--- config.mk ---
export PLATFORM = sky130hd
export DESIGN_NAME = pll_lock_supervisor
export DESIGN_NICKNAME = d
export VERILOG_FILES = /design/src/rtl/pll_lock_supervisor.sv
export SDC_FILE = /design/constraint.sdc
export NUM_CORES = 1
export LEC_CHECK = 0
export ABC_AREA = 1
export CAP_MARGIN = 20
export CORE_AREA = 2 2 99 101
export DETAILED_ROUTE_END_ITERATION = 12
export DIE_AREA = 0 0 101 103
export GPL_ROUTABILITY_DRIVEN = 1
export PLACE_DENSITY_LB_ADDON = 0.12
export SLEW_MARGIN = 10
export SYNTH_ARGS = -nofsm -noshare
export SYNTH_HDL_FRONTEND = slang
export SYNTH_SLANG_ARGS = --single-unit
--- constraint.sdc ---
create_clock -name CLK -period 3.43 [get_ports CLK]
set_input_delay 0.8575 -clock CLK [delete_from_list [all_inputs] [get_ports CLK]]
set_output_delay 0.8575 -clock CLK [all_outputs]
set_load 0.02 [all_outputs]
--- src/rtl/pll_lock_supervisor.sv ---
// PLL reset sequencer: pulses PLL reset, waits for a settled lock, then releases
// downstream domain resets in a staggered order; any lock loss or relock request restarts it.
module pll_lock_supervisor #(
  parameter int NUM_DOMAINS    = 2,
  parameter int PLL_RST_CYCLES = 16,
  parameter int LOCK_TIMEOUT   = 20000,
  parameter int SETTLE_CYCLES  = 256,
  parameter int STAGGER_CYCLES = 8,
  parameter int CNT_WIDTH      = 16
) (
  input  logic                   CLK,
  input  logic                   RST,
  input  logic                   LOCKED_IN,
  input  logic                   RELOCK_REQ,
  output logic                   PLL_RST,
  output logic [NUM_DOMAINS-1:0] DOMAIN_RST,
  output logic                   READY,
  output logic [CNT_WIDTH-1:0]   LOSS_COUNT,
  output logic [CNT_WIDTH-1:0]   TIMEOUT_COUNT,
  output logic [2:0]             STATE
);

  typedef enum logic [2:0] {
    S_RESET_PLL = 3'd0,
    S_WAIT_LOCK = 3'd1,
    S_SETTLE    = 3'd2,
    S_RELEASE   = 3'd3,
    S_RUN       = 3'd4
  } state_t;

  localparam logic [31:0] RST_LEN   = 32'(PLL_RST_CYCLES);
  localparam logic [31:0] TMO_LAST  = 32'(LOCK_TIMEOUT - 1);
  localparam logic [31:0] SET_LAST  = 32'(SETTLE_CYCLES - 1);
  localparam logic [31:0] STG_LAST  = 32'(STAGGER_CYCLES - 1);
  localparam logic [31:0] LAST_IDX  = 32'(NUM_DOMAINS - 1);
  localparam state_t      FIRST_REL = (NUM_DOMAINS == 1) ? S_RUN : S_RELEASE;

  state_t state, state_nx;
  logic [31:0] timer, timer_nx;
  logic [31:0] idx, idx_nx;
  logic sync1, lk;
  logic loss_inc, tmo_inc;
  logic pll_rst_nx, ready_nx;
  logic [NUM_DOMAINS-1:0] dom_rst_nx;

  always_ff @(posedge CLK) begin
    sync1 <= LOCKED_IN;
    lk    <= sync1;
  end

  always_ff @(posedge CLK) begin
    if (RST) begin
      state         <= S_RESET_PLL;
      timer         <= '0;
      idx           <= '0;
      LOSS_COUNT    <= '0;
      TIMEOUT_COUNT <= '0;
      PLL_RST       <= 1'b1;
      DOMAIN_RST    <= '1;
      READY         <= 1'b0;
    end else begin
      state      <= state_nx;
      timer      <= timer_nx;
      idx        <= idx_nx;
      PLL_RST    <= pll_rst_nx;
      DOMAIN_RST <= dom_rst_nx;
      READY      <= ready_nx;
      if (loss_inc && !(&LOSS_COUNT))
        LOSS_COUNT <= LOSS_COUNT + CNT_WIDTH'(1);
      if (tmo_inc && !(&TIMEOUT_COUNT))
        TIMEOUT_COUNT <= TIMEOUT_COUNT + CNT_WIDTH'(1);
    end
  end

  // Entering RESET_PLL loads timer=1 because the entry edge is the pulse's first cycle;
  // after RST the count starts at 0 so the pulse spans PLL_RST_CYCLES edges past release.
  always_comb begin
    state_nx = state;
    timer_nx = timer + 32'd1;
    idx_nx   = idx;
    loss_inc = 1'b0;
    tmo_inc  = 1'b0;
    case (state)
      S_RESET_PLL: begin
        if (timer >= RST_LEN) begin
          state_nx = S_WAIT_LOCK;
          timer_nx = '0;
        end
      end
      S_WAIT_LOCK: begin
        if (lk) begin
          if (SETTLE_CYCLES <= 1) begin
            state_nx = FIRST_REL;
            timer_nx = '0;
            idx_nx   = '0;
          end else begin
            state_nx = S_SETTLE;
            timer_nx = 32'd1;
          end
        end else if (timer >= TMO_LAST) begin
          state_nx = S_RESET_PLL;
          timer_nx = 32'd1;
          tmo_inc  = 1'b1;
        end
      end
      S_SETTLE: begin
        if (!lk) begin
          state_nx = S_WAIT_LOCK;
          timer_nx = '0;
        end else if (timer >= SET_LAST) begin
          state_nx = FIRST_REL;
          timer_nx = '0;
          idx_nx   = '0;
        end
      end
      S_RELEASE: begin
        if (timer >= STG_LAST) begin
          timer_nx = '0;
          idx_nx   = idx + 32'd1;
          if (idx + 32'd1 >= LAST_IDX)
            state_nx = S_RUN;
        end
      end
      S_RUN: timer_nx = '0;
      default: begin
        state_nx = S_RESET_PLL;
        timer_nx = 32'd1;
      end
    endcase

    if ((state == S_RELEASE || state == S_RUN) && !lk) begin
      state_nx = S_RESET_PLL;
      timer_nx = 32'd1;
      idx_nx   = '0;
      loss_inc = 1'b1;
    end else if (RELOCK_REQ && state != S_RESET_PLL) begin
      state_nx = S_RESET_PLL;
      timer_nx = 32'd1;
      idx_nx   = '0;
      tmo_inc  = 1'b0;
    end
  end

  always_comb begin
    pll_rst_nx = (state_nx == S_RESET_PLL);
    ready_nx   = (state_nx == S_RUN);
    dom_rst_nx = '1;
    for (int i = 0; i < NUM_DOMAINS; i++)
      dom_rst_nx[i] = !(state_nx == S_RUN ||
                        (state_nx == S_RELEASE && $unsigned(i) <= idx_nx));
  end

  assign STATE = state;

endmodule

==> results by group <==
STA
  • Fin crit share: 0.766
  • Setup TNS: 0 ns
  • Max Slew Vio Count: 0
  • Worst Tran Pin Value: approximately 1.0 ns
  • Min Clock Period, post-route: around 2.6 ns
  • RSZ-0062 raised after global routing: no
  • # setup viols final: 0
  • Clock Skews: 0.0109 ns
  • Worst hold slack: 0.355 ns
  • Max Clk Rate: 380 MHz
  • Total count of hold-check failures in the final report: 0
  • Rel. slew slack: 0.309

Logic synthesis
  • Post-synth cell types: 44
  • Area contributors post-synth: dfxtp_1 36%, nand2_1 17%, nor2_1 10%
  • Syn avg cell area: between 6 and 7 sq um
  • Number of synthesis warnings: 0
  • Post-synth EDFFs: 0
  • Ys async rst share: 0
  • Sequential cell area fraction in the yosys report: 0.357
  • Most numerous cell in the Yosys netlist: nand2_1
  • Leading area contributor after synthesis: dfxtp_1
  • Synth top cells by count: 264 x nand2_1, 157 x nor2_1, 113 x inv_1, 105 x dfxtp_1, 51 x nand3_1
  • Synthesis-stage register bit count: 105
  • Cells after synthesis: 928
  • Post-synth design cell area: 0.00589 sq mm
  • Primary FF master, synth: dfxtp_1
  • Share of the synthesized area in the top cell type: 0.357

Clocking
  • Clock latency on the worst-skew pair: 0.37 ns
  • Clk root buf: clkbuf_8
  • TritonCTS buffer count: 9
  • # clock sinks: around 110
  • Postcts setup bufs: 0
  • Reg clk slew, reported paths: approximately 0.10 ns
  • TritonCTS clock tree: done
  • CTS Hold Buffers Added: 0
  • H-tree depth: 3
  • # resized after CTS: 0
  • Bufs on Longest Clock Path: 2

Power
  • Pwr Density: 335 mW/mm^2
  • Overall Power: 2.22 mW
  • Worst ir drop on vdd: 0.235 mV
  • Leakage: 2.67 nW

Drt
  • Number of optimization iterations in the first detailed-route pass: 7
  • Post-route ant nets: 0
  • Routed vias/inst: 5.26
  • Total number of vias: slightly below 6000
  • DRT Wirelength: approximately 14000 microns
  • DRC viols: 0
  • Initial drt markers: 352
  • Avg WL per Cell: around 13 microns

Critical path
  • Cell Chain, Critical Path: ha_1 -> nand2_2 -> nor2_4 -> nand3_1 -> nor3_1 -> nand2_1 -> nand2_1 -> nand3_1 -> nor2_2 -> nand3_2 -> nand3_1 -> nand3_2 -> a21oi_2 -> nand2_1
  • Crit path DAT: 2.89 ns
  • Crit-path slowest cell: dfxtp_1
  • Crit end category: register
  • Critical path class: reg -> reg
  • CP peak stage delay: 0.49 ns
  • Worst R2R Path Depth: 14
  • Critical-path maximum fanout: 8
  • WP data required: 3.69 ns
  • CP startpoint kind: register

Outcome
  • Status: completed

Global routing
  • Total Routing Usage GR: 0.276
  • First-pass GRT wire length: between 20000 and 25000 microns
  • Met1 Usage GRT: 0.386
  • Initial antenna violation count: 0
  • GR Overflow Total: 0
  • Number of global-route vias before repair: slightly above 5000
  • Met3 usage: 0.0529
  • Met2 GRT Util: 0.437
  • Most Crowded Layer GR: met2
  • Largest net degree at the start of global routing: 37

Floorplan
  • Die width: just over 100 microns
  • Die area: 0.0104 sq mm
  • Initial Util: 0.622
  • # rows: 36
  • Height of the chip: 103 microns
  • Core Footprint: between 0.009 and 0.01 sq mm
  • Io pins: 43

Finish
  • Diodes inserted: 0
  • Final layout net count: 993
  • Share of post-route cells with drive strength above 1: 0.0709
  • Fin cells: approximately 1100
  • Layout area overhead: 12.6%

Hold path
  • Number of instances on the worst hold path: 0
  • Hold crit path type: reg -> reg

Placement
  • Dpl cells: between 1000 and 1500
  • HPWL Detailed: 10500 microns
  • Routability Congestion: between 0.9 and 1
  • Input/output buffers: 42

Job
  • Total of max-cap violations: 0
-- final cells by class --
type / count / area (sq um)
Clock buffer: 9 / 124
Clock inverter: 7 / 53.8
Fill cell: 867 / 2830
Inverter: 121 / 454
Multi-Input combinational cell: 699 / 3310
Sequential cell: 105 / 2100
Tap cell: 114 / 143
Timing Repair Buffer: 46 / 445
-- critical path: cells and delay by family (launching register included) --
kind,cells,cell delay (ns)
simple gates,12,1.58
flops,1,0.49
fa+ha+maj,1,0.27
compound gates,1,0.16
-- where the power goes --
group          leakage (nW)  internal, mW  switching (mW)
Combinational          1.73        0.0763           0.166
Sequential            0.854          1.25          0.0253
Clock                0.0875         0.270           0.435
Total                  2.67          1.60           0.626
-- state kept, by name, summed over array words and instances, names as in the netlist --
signal / count
READY: 1
TIMEOUT_COUNT: 16
LOSS_COUNT: 16
STATE: 3
DOMAIN_RST: 2
lk: 1
timer: 32
PLL_RST: 1
idx: 32
sync1: 1
-- worst paths after layout --
kind,from,to,slack (ns)
setup / recovery,idx[0],DOMAIN_RST[1],0.80
hold / removal,sync1,lk,0.35
setup reg to reg,idx[0],DOMAIN_RST[1],0.80
hold reg to reg,sync1,lk,0.35
-- cell usage in the layout (no fill, tap or decap), types with 3 or more instances in the layout --
cell type / count
o21a_1: 4
conb_1: 17
nor2_2: 7
ha_1: 7
nand2_1: 264
nor2_4: 11
o21ai_1: 8
nor3_1: 20
xor2_1: 8
nand3_1: 51
nor4_1: 6
inv_2: 7
inv_1: 113
o21ai_0: 36
nand3_2: 6
a221oi_1: 3
o22ai_1: 3
nand4_1: 18
dfxtp_1: 105
nor2_1: 157
nor3b_1: 7
buf_4: 4
nand2_2: 9
a31oi_1: 3
clkdlybuf4s50_1: 41
a21oi_1: 33
clkbuf_8: 9
-- kinds of logic after synthesis --
| logic type | synth area share |
|---|---|
| DFF | 0.357 |
| AOI/OAI and AO/OA | 0.0988 |
| and+or+nand+nor | 0.422 |
| xor gates and xnor gates | 0.0149 |
| buffers and inverters | 0.0916 |
| other | 0.000637 |
| adders and majority gates | 0.0149 |
-- through the flow --
| step | worst slack (ns) | utilization | cell area (sq um) |
|---|---|---|---|
| CTS | 0.815 | 0.701 | 6630 |
| floorplan | 1.31 | - | 5950 |
| global placement | 0.699 | 0.682 | 6450 |
| detailed placement | 0.556 | 0.682 | 6450 |
| finish | 0.801 | 0.701 | 6630 |
| global route | 0.480 | 0.701 | 6630 |
-- metal layers --
| metal | wire (microns) | part of all wire |
|---|---|---|
| met2 | 6200 | 0.44 |
| met1 | 6720 | 0.48 |
| met3 | 957 | 0.068 |
| met4 | 133 | 0.0095 |
| met5 | 0 | 0 |
(Power assumes the default switching activity.)
